$ cat src/rtl/usb_pkg.sv
// Shared PID encodings, controller state set and default handshake timeout.
package usb_pkg;

    // 18 full-speed bit times at 9 clk cycles per bit
    localparam int TIMEOUT_CYCLES_DEFAULT = 162;

    typedef enum logic [2:0] {
        RX_NONE  = 3'd0,
        RX_IN    = 3'd1,
        RX_OUT   = 3'd2,
        RX_DATA0 = 3'd3,
        RX_DATA1 = 3'd4,
        RX_ACK   = 3'd5,
        RX_NAK   = 3'd6,
        RX_STALL = 3'd7
    } rx_pid_e;

    typedef enum logic [2:0] {
        TX_NONE  = 3'd0,
        TX_DATA0 = 3'd1,
        TX_DATA1 = 3'd2,
        TX_ACK   = 3'd3,
        TX_NAK   = 3'd4,
        TX_STALL = 3'd5
    } tx_pid_e;

    typedef enum logic [2:0] {
        ST_IDLE,
        ST_WAIT_DATA,
        ST_SEND_HS,
        ST_SEND_DATA,
        ST_TX_WAIT,
        ST_WAIT_ACK
    } state_e;

    // DATA PID that carries a given toggle value
    function automatic tx_pid_e data_pid(input logic toggle);
        return toggle ? TX_DATA1 : TX_DATA0;
    endfunction

endpackage

$ cat src/rtl/usb_timeout_counter.sv
// Saturating 8-bit handshake wait counter with a terminal compare.
module usb_timeout_counter (
    input  logic       clk,
    input  logic       rst,
    input  logic       clear,
    input  logic       enable,
    input  logic [7:0] limit,
    output logic [7:0] count,
    output logic       expired
);

    // Count enabled cycles, hold at all-ones instead of wrapping
    always_ff @(posedge clk or posedge rst) begin
        if (rst) begin
            count <= '0;
        end else if (clear) begin
            count <= '0;
        end else if (enable && (count != 8'hFF)) begin
            count <= count + 8'd1;
        end
    end

    assign expired = (count >= limit);

endmodule

$ cat src/rtl/usb_protocol_ctrl.sv
// USB full-speed device transaction controller: token decode, handshake
// generation, data toggle tracking and host-handshake timeout.
//
// state        | meaning
// -------------+--------------------------------------------------------
// ST_IDLE      | waiting for an IN or OUT token
// ST_WAIT_DATA | OUT token seen, waiting for the DATA0/1 packet
// ST_SEND_HS   | issue ACK/NAK/STALL to usb_tx
// ST_SEND_DATA | issue DATA0/DATA1 (IN payload) to usb_tx
// ST_TX_WAIT   | usb_tx busy; wait for it to rise and then fall
// ST_WAIT_ACK  | IN data sent, waiting for the host handshake
module usb_protocol_ctrl
    import usb_pkg::*;
#(
    parameter int TIMEOUT_CYCLES = TIMEOUT_CYCLES_DEFAULT
) (
    input  logic       clk,
    input  logic       rst,
    input  logic [2:0] rx_packet,
    input  logic       rx_data_ready,
    input  logic       rx_transfer_active,
    input  logic       rx_error,
    input  logic       tx_data_ready,
    input  logic       ep_stall,
    input  logic       tx_busy,
    output logic [2:0] tx_packet,
    output logic       tx_start,
    output logic       d_mode,
    output logic       rx_commit,
    output logic       rx_discard,
    output logic       in_done,
    output logic       timeout_err
);

    localparam logic [7:0] LIMIT = 8'(TIMEOUT_CYCLES - 1);

    state_e     state;
    tx_pid_e    hs_pid;
    logic       out_toggle;
    logic       in_toggle;
    logic       busy_seen;
    logic       sent_data;
    logic       tmr_clear;
    logic       tmr_expired;
    logic [7:0] tmr_count;
    logic       data_timeout;
    logic       ack_timeout;

    // Only the two wait states run the timer, so any state change clears it
    assign tmr_clear    = !((state == ST_WAIT_DATA) || (state == ST_WAIT_ACK));
    assign data_timeout = tmr_expired && !rx_transfer_active;
    assign ack_timeout  = (tmr_count == LIMIT) && !rx_transfer_active;

    usb_timeout_counter u_timer (
        .clk     (clk),
        .rst     (rst),
        .clear   (tmr_clear),
        .enable  (!rx_transfer_active),
        .limit   (LIMIT),
        .count   (tmr_count),
        .expired (tmr_expired)
    );

    // Transaction sequencing with registered command and status pulses
    always_ff @(posedge clk or posedge rst) begin
        if (rst) begin
            state       <= ST_IDLE;
            hs_pid      <= TX_NONE;
            out_toggle  <= 1'b0;
            in_toggle   <= 1'b0;
            busy_seen   <= 1'b0;
            sent_data   <= 1'b0;
            tx_packet   <= TX_NONE;
            tx_start    <= 1'b0;
            d_mode      <= 1'b0;
            rx_commit   <= 1'b0;
            rx_discard  <= 1'b0;
            in_done     <= 1'b0;
            timeout_err <= 1'b0;
        end else begin
            tx_start    <= 1'b0;
            tx_packet   <= TX_NONE;
            rx_commit   <= 1'b0;
            rx_discard  <= 1'b0;
            in_done     <= 1'b0;
            timeout_err <= 1'b0;
            case (state)
                ST_IDLE: begin
                    if (rx_data_ready && !rx_error) begin
                        if (rx_packet == RX_OUT) begin
                            state <= ST_WAIT_DATA;
                        end else if (rx_packet == RX_IN) begin
                            if (ep_stall) begin
                                hs_pid <= TX_STALL;
                                state  <= ST_SEND_HS;
                            end else if (tx_data_ready) begin
                                state  <= ST_SEND_DATA;
                            end else begin
                                hs_pid <= TX_NAK;
                                state  <= ST_SEND_HS;
                            end
                        end
                    end
                end
                ST_WAIT_DATA: begin
                    if (rx_data_ready) begin
                        if (rx_error || !((rx_packet == RX_DATA0) || (rx_packet == RX_DATA1))) begin
                            rx_discard <= 1'b1;
                            state      <= ST_IDLE;
                        end else if (ep_stall) begin
                            rx_discard <= 1'b1;
                            hs_pid     <= TX_STALL;
                            state      <= ST_SEND_HS;
                        end else begin
                            // Duplicate packets (toggle mismatch) are still ACKed
                            hs_pid <= TX_ACK;
                            state  <= ST_SEND_HS;
                            if ((rx_packet == RX_DATA1) == out_toggle) begin
                                rx_commit  <= 1'b1;
                                out_toggle <= ~out_toggle;
                            end else begin
                                rx_discard <= 1'b1;
                            end
                        end
                    end else if (data_timeout) begin
                        timeout_err <= 1'b1;
                        rx_discard  <= 1'b1;
                        state       <= ST_IDLE;
                    end
                end
                ST_SEND_HS: begin
                    tx_start  <= 1'b1;
                    tx_packet <= hs_pid;
                    d_mode    <= 1'b1;
                    sent_data <= 1'b0;
                    busy_seen <= 1'b0;
                    state     <= ST_TX_WAIT;
                end
                ST_SEND_DATA: begin
                    tx_start  <= 1'b1;
                    tx_packet <= data_pid(in_toggle);
                    d_mode    <= 1'b1;
                    sent_data <= 1'b1;
                    busy_seen <= 1'b0;
                    state     <= ST_TX_WAIT;
                end
                ST_TX_WAIT: begin
                    if (tx_busy) begin
                        busy_seen <= 1'b1;
                    end else if (busy_seen) begin
                        d_mode <= 1'b0;
                        state  <= sent_data ? ST_WAIT_ACK : ST_IDLE;
                    end
                end
                ST_WAIT_ACK: begin
                    if (rx_data_ready) begin
                        if ((rx_packet == RX_ACK) && !rx_error) begin
                            in_toggle <= ~in_toggle;
                            in_done   <= 1'b1;
                        end
                        state <= ST_IDLE;
                    end else if (ack_timeout) begin
                        timeout_err <= 1'b1;
                        state       <= ST_IDLE;
                    end
                end
                default: state <= ST_IDLE;
            endcase
        end
    end

endmodule

$ cat config.mk
export PLATFORM = sky130hd
export DESIGN_NAME = usb_protocol_ctrl
export DESIGN_NICKNAME = d
export VERILOG_FILES = /design/src/rtl/usb_pkg.sv /design/src/rtl/usb_timeout_counter.sv /design/src/rtl/usb_protocol_ctrl.sv
export SDC_FILE = /design/constraint.sdc
export NUM_CORES = 1
export LEC_CHECK = 0
export ABC_AREA = 1
export BUFFER_PORTS_ARGS = -buffer_cell sky130_fd_sc_hd__buf_2
export CAP_MARGIN = 20
export CORE_ASPECT_RATIO = 1.4
export CORE_MARGIN = 3
export CORE_UTILIZATION = 40
export DETAILED_ROUTE_END_ITERATION = 8
export GPL_ROUTABILITY_DRIVEN = 0
export HOLD_SLACK_MARGIN = 0.08
export PLACE_DENSITY = 0.55
export SYNTH_ARGS = -nofsm -noshare
export SYNTH_HDL_FRONTEND = slang
export SYNTH_SLANG_ARGS = --single-unit
$ cat constraint.sdc
create_clock -name clk -period 2.3 [get_ports clk]
set_input_delay 0.115 -clock clk [delete_from_list [all_inputs] [get_ports clk]]
set_output_delay 0.115 -clock clk [all_outputs]
set_load 0.01 [all_outputs]
# Word level (Yosys, flattened, before mapping)
# Index checks and enable logic that the tools add are counted.
# word_totals
reg_bits,27
latch_bits,0
ram_bits,0
rom_bits,0
inputBits,11
out_inout_bits,9
wordCells,120
memories,0
# op_classes
addsub,1
multipliers,0
div,0
order_cmp,1
eq_ne,26
shifts,0
n_mux,52
bitwise_logic,4
n_reduce_logical,22
# ops
operator,count
$mux 3,18
$mux 1,23
$mux 8,2
$ne 2x2->1 const B,8
$pmux 3 s5,1
$eq 3x2->1 const B,4
$eq 3x3->1 const B,4
$ne 3x3->1 const B,4
$pmux 3 s2,2
$add 8x1->8 const B,1
$eq 8x8->1 const B,1
$ge 8x8->1 const B,1
$ne 8x8->1 const B,1
$pmux 1 s2,4
$reduce_and 7->1,1
$eq 3x1->1 const B,2
$reduce_and 3->1,2
$reduce_and 6->1,1
$reduce_bool 2->1,3
$logic_and 1x1->1,5
$reduce_and 5->1,1
$mux 2,2
$not 1->1,4
$logic_not 1->1,3
6 further kinds,8

# Longest topological paths before layout
# Gate-level depths: netlist of run 1.
# depth
word_depth,7
ltp_mapped,10
depth_no_buf,10

# By module
# Synthesis of run 1 repeated with hierarchy kept, for this count alone.
# unflattened
hier_cells,245
hier_area_um2,1756.7
# modules_own_cells
module,instances,cells_per_inst,area_per_inst_um2,seq_area_each_um2
usb_protocol_ctrl,1,139,1043.5,475.5
usb_timeout_counter,1,106,713.2,200.2

# Worst setup path after synthesis of run 1
# Ideal clock, no wire load.
# synth_path
path_kind,register to register
start,register u_timer.count[0]
end,register u_timer.count[2]
setup_time_ns,0.119
arrival_time_ns,1.142
t_required_ns,2.181
slack_ns,1.039
path_stages_with_launch,9
n_path_buf,0
period_less_slack_ns,1.261
path_cell_list,dfrtp_1 > ha_1 > nand3_2 > nor2_2 > nand2_1 > nand2_2 > inv_2 > a21oi_1 > nor2_1
# synth_between
elab_chain_len,3
word_cells_on_any_way,6
cone_classes,add/sub: 1; eq/ne: 2; mux: 2; reduce/logical: 1
# synth_lines
item,line,source
from (decl),usb_timeout_counter.sv:8,"output logic [7:0] count,"
from (signal assigned),usb_timeout_counter.sv:19,count <= count + 8'd1;
$add 8x1->8 / $ne 8x8->1 (equally long branches),"usb_timeout_counter.sv:19, usb_timeout_counter.sv:18",
$mux 8 / $logic_and 1x1->1 (equally long branches),usb_timeout_counter.sv:18,end else if (enable && (count != 8'hFF)) begin
$mux 8 / $ne 2x1->1 (equally long branches),-,
# Parallel ways exist; a longest one is shown, timed or not. The select of a mux whose other input is x is not followed.
# A chain may end at the register's enable or synchronous reset.

# Worst setup path after layout of run 1
# Same ends and word-level chain as after synthesis.

==> flow_summary.json, run 1 <==
{
  "die_y_um": 78.82,
  "leakage_nw": 0.8935,
  "die_w_um": 58.02,
  "grt_pass1_vias": 1295,
  "synth_edf_count": 0,
  "hold_violations": 0,
  "clock_latency_ns": 0.27,
  "setup_viol": 0,
  "ant_nets": 0,
  "cp_max_fo": 7,
  "hold_path_end": "busy_seen",
  "drt_first_pass_iters": 4,
  "power_frac_seq_pct": 46.5,
  "drc": 0,
  "power_frac_clock_pct": 20.4,
  "finalInstanceArea_mm2": 0.001717,
  "drv_slew": 0,
  "r2r-end": "u_timer.count[2]",
  "cts_setup_buffers": 0,
  "grt_start_max_net_pins": 28,
  "irDropWorstVdd_mv": 0.4053,
  "dp_hpwl_mm": 2.420,
  "critPathSlowestCell": "dfrtp_1",
  "start_util_pct": 43.25,
  "cts_max_level": 1,
  "arrival_ns": 1.59,
  "max_stage_delay_ns": 0.40,
  "io_buffer_count": 19,
  "cts_tree": "yes",
  "rr_worst_depth": 8,
  "holdBufCountCts": 1,
  "cts_sinks": 27,
  "total_power_mw": 1.386,
  "r2r_setup_slack_ns": 0.89,
  "dpl_cell_area_mm2": 0.001657,
  "diodes": 0,
  "synthFlopType": "dfrtp_1",
  "synth.top_cell.area_share_pct": 44.59,
  "tightest_slew_ns": 0.3657,
  "grt_first_pass_wirelength_mm": 5.354,
  "syn_nets": 215,
  "reg2reg_from": "u_timer.count[0]",
  "p_sw_mw": 0.5267,
  "p_sw_share_pct": 38.01,
  "grt_setup_unrepaired": "false",
  "post-route-min-period_ns": 1.414,
  "ctsResizeCount": 0,
  "worst_setup_path_start_kind": "flip-flop",
  "globalRouteOverflowTotal": 0,
  "power_density_mw_per_mm2": 807.2,
  "timing.hold.ws_ns": 0.1266,
  "p_int_mw": 0.8589,
  "min_path_type": "in2reg",
  "crit_path_end_kind": "flip-flop",
  "viasPerCell": 4.981,
  "core_mm2": 0.003503,
  "clockBufferDepth": 2,
  "finalClockSkew_ns": 0.003751,
  "hp-start": "tx_busy",
  "async_flop_share_pct": 100.0,
  "synth_most_common_cell": "nand2_1",
  "ys_warn_count": 0,
  "slew_headroom_pct": 75.43,
  "final_nets": 240,
  "cts-buffers-inserted": 3,
  "crit_chain": "ha_1 -> nand3_2 -> nor2_2 -> nand2_1 -> nand2_2 -> inv_2 -> a21oi_1 -> nor2_1",
  "pre_cts_slack_ns": 0.9042,
  "ios": 20,
  "post_drt_wl_per_cell_um": 11.43,
  "cp.required_ns": 2.47,
  "syn_area_mm2": 0.001515,
  "grt_usage_pct": 14.72,
  "antenna_found_initial": 0,
  "path_class": "reg2reg",
  "synth_common_cells": "nand2_1, inv_1, dfrtp_1",
  "routed-via-count": 1320,
  "area_growth_pct": 13.30,
  "drt_iter0_drc": 51,
  "hold_path_depth": 3,
  "row_count": 25,
  "synth.avg_cell_area_um2": 7.538,
  "outcome": "finished, final reports clean",
  "die_area_mm2": 0.004573,
  "clkTransAtPathRegs_ns": 0.10,
  "cts_root_buf": "clkbuf_8",
  "drive_above_1_share_pct": 19.11,
  "fin_ws_ns": 0.8859,
  "ys_types": 24,
  "synth_area_leaders": "dfrtp_1, nand2_1, inv_1",
  "tns_ns": 0,
  "synth_top_cell_by_area": "dfrtp_1",
  "routed_wl_mm": 3.030,
  "post-route-period-util_pct": 61.48,
  "syn_inst": 201,
  "seq_area_frac_synth_pct": 44.59,
  "max_cap_viol_count": 0,
  "p_comb_share_pct": 33.2,
  "fmax_ghz": 0.7072,
  "ys_ff_latch": 27
}
[final cells by class]
cell class | count | area [µm²]
Fill cell | 383 | 1787
Multi-Input combinational cell | 137 | 693.2
Sequential cell | 27 | 675.6
Inverter | 36 | 135.1
Timing Repair Buffer | 21 | 112.6
Tap cell | 40 | 50.05
Clock buffer | 3 | 41.29
Clock inverter | 1 | 8.758
[cells by family (layout without fill, tap and decap cells)]
kind of cell	Yosys count	in the layout	share of synthesized area [%]
xor gates and xnor gates	3	3	1.734
AOI/OAI and AO/OA	25	25	8.753
adders and majority gates	3	3	2.478
DFF	27	27	44.59
and+or+nand+nor	106	106	32.78
buffers and inverters	37	61	9.661
[flip-flops by register name, summed over array words and instances (netlist names), 3 cells and up]
register,count
u_timer.count,8
hs_pid,3
state,3
tx_packet,3
[metrics by stage]
stage                     cells  utilization, %
after global routing        265           49.00
after CTS                   265           49.00
after detailed placement    260           47.29
after floorplan             201               -
after global placement      260           47.29
final                       265           49.00
[cell usage in the layout, fill, tap and decap left out, drive strengths merged]
cell type	n
buf	20
a31oi	2
a21oi	4
dlygate4sd3	1
nand3	23
clkbuf	3
ha	3
or2	1
inv	37
o211ai	1
o21ai	17
a22oi	1
xor2	3
dfrtp	27
nand2	49
nor2	26
nor3	3
nand3b	1
nand4	3
[metal layers]
metal	GRT usage, %	wire [µm]	vias up
li1	-	-	684
met1	16.22	1244	602
met2	27.71	1637	27
met3	1.951	85	7
met4	5.568	62	0
met5	0	0	-
[worst max-delay path, delay by kind of cell, from the launching register on]
family                     cells  cell delay (ns)
and+or+nand+nor                5             0.47
DFF                            1             0.40
adders and majority gates      1             0.24
AOI/OAI and AO/OA              1             0.12
buffers and inverters          1             0.08
[worst max path at each step]
stage | from | to | slack, ns | cells past startpoint
floorplan | u_timer.count[0] | u_timer.count[2] | 1.04 | 8
global placement | state[2] | state[0] | 0.90 | 6
detailed placement | u_timer.count[0] | u_timer.count[2] | 0.90 | 8
CTS | u_timer.count[1] | state[0] | 0.89 | 9
global route | u_timer.count[0] | u_timer.count[2] | 0.73 | 9
finish | u_timer.count[0] | u_timer.count[2] | 0.89 | 8
[power by group through the flow]
stage / Combinational (mW) / Sequential, mW / Clock, mW
after floorplan: 0.356 / 0.641 / 0
after global placement: 0.460 / 0.649 / 0
after detailed placement: 0.462 / 0.651 / 0
after CTS: 0.467 / 0.643 / 0.297
after global routing: 0.532 / 0.658 / 0.313
final: 0.459 / 0.644 / 0.282
No activity file was read; power rests on OpenSTA's default activity.
==> run 2: changes to the inputs <==
Clock period 2.3 ns to 1.4 ns, I/O delays scaled along.
==> run 2 against run 1 <==
  * The run now ends with setup timing left
  * Maximum frequency fell by 1.2%
  * Worst setup slack worse by 0.92 ns
  * Critical path depth fell by 1
  * Final cell count increased by 3.8%
  * Combinational power is 94% higher
  * First-iteration DRC count rose by 24%
  * Via count grew 6.4%
  * Non-clock buffer count is 10 higher
  * Sequential share of layout area decreased by 3.4 points
  * Sequential power grew 63%
==> flow_summary.json, run 2 (synthesized netlist as in run 1, its figures left out) <==
{
  "clockBufferDepth": 2,
  "timing.hold.ws_ns": 0.09567,
  "diodes": 0,
  "die_w_um": 58.02,
  "viasPerCell": 5.105,
  "slew_headroom_pct": 76.78,
  "irDropWorstVdd_mv": 0.8793,
  "final_nets": 250,
  "area_growth_pct": 24.36,
  "cp.depth": 7,
  "crit_chain": "buf_4 -> ha_1 -> nand3_2 -> nor2_4 -> nor2_4 -> a31oi_1 -> nand2_1",
  "max_stage_delay_ns": 0.41,
  "cts_sinks": 27,
  "arrival_ns": 1.60,
  "drt_iter0_drc": 63,
  "largest_register": "u_timer.count",
  "cp.required_ns": 1.57,
  "dp_hpwl_mm": 2.565,
  "clkTransAtPathRegs_ns": 0.10,
  "start_util_pct": 43.25,
  "cts_tree": "yes",
  "critPathSlowestCell": "dfrtp_1",
  "power_density_mw_per_mm2": 1282,
  "grt_first_pass_wirelength_mm": 5.747,
  "fin_ws_ns": -0.03088,
  "post_drt_wl_per_cell_um": 12.62,
  "grt_setup_unrepaired": "true",
  "largest_register_ffs": 8,
  "cts_max_level": 1,
  "hold_path_depth": 4,
  "row_count": 25,
  "path_class": "reg2reg",
  "ios": 20,
  "ant_nets": 0,
  "drive_above_1_share_pct": 30.64,
  "post-route-period-util_pct": 102.2,
  "pre_cts_slack_ns": -0.04402,
  "die_area_mm2": 0.004573,
  "setup_viol": 3,
  "core_mm2": 0.003503,
  "rr_worst_depth": 7,
  "fmax_ghz": 0.6989,
  "io_buffer_count": 19,
  "grt_start_max_net_pins": 28,
  "max_cap_viol_count": 0,
  "leakage_nw": 0.9554,
  "drv_slew": 0,
  "tightest_slew_ns": 0.3483,
  "mostFrequentLayoutCell": "nand2_1",
  "antenna_found_initial": 0,
  "post-route-util_pct": 53.79,
  "cp_max_fo": 4,
  "globalRouteOverflowTotal": 0,
  "drt_first_pass_iters": 4,
  "hold_violations": 0,
  "drc": 0,
  "min_path_type": "in2reg",
  "violations": "setup timing",
  "grt_usage_pct": 16.10,
  "clock_latency_ns": 0.28,
  "cts-buffers-inserted": 3,
  "layout_common_cells": "nand2_1, inv_1, dfrtp_1, buf_2, nand3_1",
  "routed_wl_mm": 3.471,
  "path_common_cell": "nor2_4",
  "worst_setup_path_start_kind": "flip-flop",
  "outcome": "complete, but fails checks",
  "total_power_mw": 2.416,
  "crit_path_end_kind": "flip-flop",
  "cts_root_buf": "clkbuf_8",
  "crit_buf_inv": 1,
  "post-route-min-period_ns": 1.431,
  "grt_pass1_vias": 1296,
  "routed-via-count": 1404,
  "finalClockSkew_ns": 0.003115,
  "cp_top_family": "simple AND/OR/NAND/NOR gates",
  "die_y_um": 78.82
}
==> run 2: final cells by class <==
type                       instances  area, µm²
timing repair buffer              31      190.2
fill                             362       1619
multi-input combinational        137      778.2
tap                               40      50.05
clock inverter                     1      8.758
clock buffer                       3      41.29
inverter                          36      137.6
sequential                        27      678.2
==> run 2: repair_timing <==
item                                   4_1_cts  5_1_grt
resized for setup                            4       25
hold buffers                                 2        0
pin swaps                                    2        3
endpoints found under the hold margin       28        0
setup endpoints to repair                    6       15
setup buffers                                1        4
==> run 2: power breakdown <==
part           switching, mW  internal [mW]  total [mW]
Clock                  0.262          0.209       0.471
Sequential             0.112          0.942        1.05
Combinational          0.545          0.346       0.891
==> run 2: metal layers <==
metal / GRT usage, % / wire length [µm] / up-vias / share of wire, %
met5: 0 / 0 / - / 0
met4: 6.497 / 80 / 0 / 2.3
met3: 1.951 / 97 / 7 / 2.8
met2: 29.19 / 1959 / 28 / 56
met1: 18.70 / 1333 / 663 / 38
li1: - / - / 706 / -
==> run 2: worst paths after layout <==
check	from	end	slack, ns
min in group asynchronous	rst	u_timer.count[6]	0.38
min reg2reg	hs_pid[1]	hs_pid[1]	0.48
min	ep_stall	hs_pid[1]	0.1
max	u_timer.count[0]	state[2]	-0.03
max reg2reg	u_timer.count[0]	state[2]	-0.03
max in group asynchronous	rst	state[0]	0.74
==> run 2: metrics by stage <==
step / std cells / TNS (ns) / cell area (µm²)
final: 275 / -0.05305 / 1884
after global routing: 275 / -0.6296 / 1884
after CTS: 271 / 0 / 1772
after detailed placement: 264 / -0.06774 / 1687
after global placement: 264 / 0 / 1687
after floorplan: 201 / 0 / 1515
==> run 2: worst min-delay path, stage by stage <==
cell	delay, ns
buf_2	0.12
nor3_2	0.07
inv_1	0.05
nand2_1	0.04
==> run 3: changes to the inputs <==
Settings changed: BUFFER_PORTS_ARGS -buffer_cell sky130_fd_sc_hd__buf_2 to default, DONT_BUFFER_PORTS from default to 1, GPL_ROUTABILITY_DRIVEN 0 to default, PLACE_DENSITY 0.55 to 0.5.
==> run 3 against run 2 <==
  * The flow now finishes without violations
  * First-iteration DRC count down 3.2%
  * Worst hold slack gained 0.0066 ns
  * Core utilization increased by 1.5 points
  * Largest power group unchanged
  * Highest routed layer unchanged
==> flow_summary.json, run 3 (synthesized netlist as in run 1, its figures left out) <==
{
  "hold_path_depth": 5,
  "post_drt_wl_per_cell_um": 13.38,
  "io_buffer_count": 0,
  "max_cap_viol_count": 0,
  "p_int_mw": 1.528,
  "irDropWorstVdd_mv": 0.8172,
  "die_w_um": 58.02,
  "drt_iter0_drc": 61,
  "layout_common_cells": "nand2_1, inv_1, dfrtp_1, nand3_1",
  "r2r-end": "state[0]",
  "fin_ws_ns": 0.01763,
  "cts-buffers-inserted": 3,
  "mostFrequentLayoutCell": "nand2_1",
  "fmax_ghz": 0.7234,
  "grt_first_pass_wirelength_mm": 5.775,
  "routed_wl_mm": 3.545,
  "dp_cells": 248,
  "hold_path_end": "rx_commit",
  "globalRouteOverflowTotal": 0,
  "drv_slew": 0,
  "slew_headroom_pct": 79.84,
  "pre_cts_slack_ns": -0.01322,
  "cts_root_buf": "clkbuf_8",
  "die_y_um": 78.82,
  "die_area_mm2": 0.004573,
  "path_class": "reg2reg",
  "worst_setup_path_start_kind": "flip-flop",
  "setup.worst_path.start": "u_timer.count[1]",
  "setup_viol": 0,
  "leakage_nw": 0.9108,
  "grt_setup_unrepaired": "true",
  "hold_violations": 0,
  "antenna_found_initial": 0,
  "min_path_type": "in2reg",
  "clockBufferDepth": 2,
  "core_mm2": 0.003503,
  "largest_register_ffs": 8,
  "ant_nets": 0,
  "rr_worst_depth": 9,
  "gp_congestion": 0.8894,
  "arrival_ns": 1.55,
  "post-route-min-period_ns": 1.382,
  "largest_register": "u_timer.count",
  "p_sw_mw": 0.9299,
  "clkTransAtPathRegs_ns": 0.09,
  "reg2reg_from": "u_timer.count[1]",
  "clock_latency_ns": 0.28,
  "diodes": 0,
  "drc": 0,
  "routed-via-count": 1332,
  "cp_max_fo": 4,
  "tns_ns": 0,
  "cts_sinks": 27,
  "start_util_pct": 43.25,
  "drive_above_1_share_pct": 30.22,
  "hp-start": "ep_stall",
  "cts_tree": "yes",
  "finalClockSkew_ns": 0.006578,
  "grt_usage_pct": 16.26,
  "dp_hpwl_mm": 2.566,
  "area_growth_pct": 27.83,
  "crit_path_end_kind": "flip-flop",
  "final_cells": 265,
  "drt_first_pass_iters": 4,
  "power_frac_seq_pct": 44.5,
  "grt_start_max_net_pins": 24,
  "outcome": "finished, final reports clean",
  "final_nets": 240,
  "ios": 20,
  "power_frac_clock_pct": 18.7,
  "row_count": 25,
  "tightest_slew_ns": 0.3024,
  "p_sw_share_pct": 37.83,
  "r2r_setup_slack_ns": 0.02,
  "post-route-period-util_pct": 98.74,
  "cp.required_ns": 1.57,
  "grt_pass1_vias": 1367,
  "cts_max_level": 1,
  "viasPerCell": 5.026,
  "power_density_mw_per_mm2": 1269,
  "p_comb_share_pct": 36.8
}
run 3: cell count changes in the layout (fill, tap and decap cells not counted), moves of 3 or more:
cell	before	now
nand3_2	5	2
dlygate4sd3_1	2	8
buf_2	19	0
o21ai_1	5	2
buf_4	10	13
o21ai_2	0	4
run 3: power groups by stage:
stage | logic (mW) | registers, mW | clock network (mW)
floorplan | 0.585 | 1.05 | 0
global placement | 0.781 | 1.09 | 0
detailed placement | 0.785 | 1.09 | 0
CTS | 0.813 | 1.08 | 0.481
global route | 1.05 | 1.12 | 0.510
finish | 0.906 | 1.09 | 0.459
run 3: how the worst max path moves through the flow:
stage                                   to
after floorplan           u_timer.count[2]
after global placement            state[0]
after detailed placement  u_timer.count[1]
after CTS                 u_timer.count[3]
after global routing              state[0]
final                             state[0]
run 3: cell type report:
class	count	area (µm²)
Fill cell	346	1567
Multi-Input combinational cell	137	838.3
Sequential cell	27	680.7
Timing Repair Buffer	21	177.7
Inverter	36	140.1
Tap cell	40	50.05
Clock buffer	3	41.29
Clock inverter	1	8.758
run 3: per-layer routing:
metal	global-route usage, %	part of all wire [%]	up-vias
met5	0	0	-
met4	8.817	2.8	0
met2	28.73	56	22
li1	-	-	685
met1	18.56	39	617
met3	1.951	2.1	8
run 3: critical path: stages, from the launching register on:
cell	delay [ns]
dfrtp_1	0.46
inv_2	0.12
ha_4	0.14
nand3_4	0.08
nor2_4	0.19
inv_2	0.07
nand3_4	0.07
nand2_1	0.05
inv_1	0.05
nand2_1	0.05
run 3: through the flow:
stage	power, mW	utilization (%)	hold slack [ns]	area (µm²)
after global placement	1.873	46.07	-0.1323	1614
after floorplan	1.638	-	0.1227	1515
after global routing	2.673	55.29	0.1300	1937
after CTS	2.373	50.00	0.1010	1752
final	2.458	55.29	0.1023	1937
after detailed placement	1.876	46.07	-0.1317	1614
run 3: repair_timing:
item,in CTS,in global routing
setup buffers,0,5
gates resized for setup,4,44
endpoints found under the setup margin,3,14
gates cloned,0,0
hold buffers,8,0
pin swaps,1,11
endpoints found under the hold margin,34,0
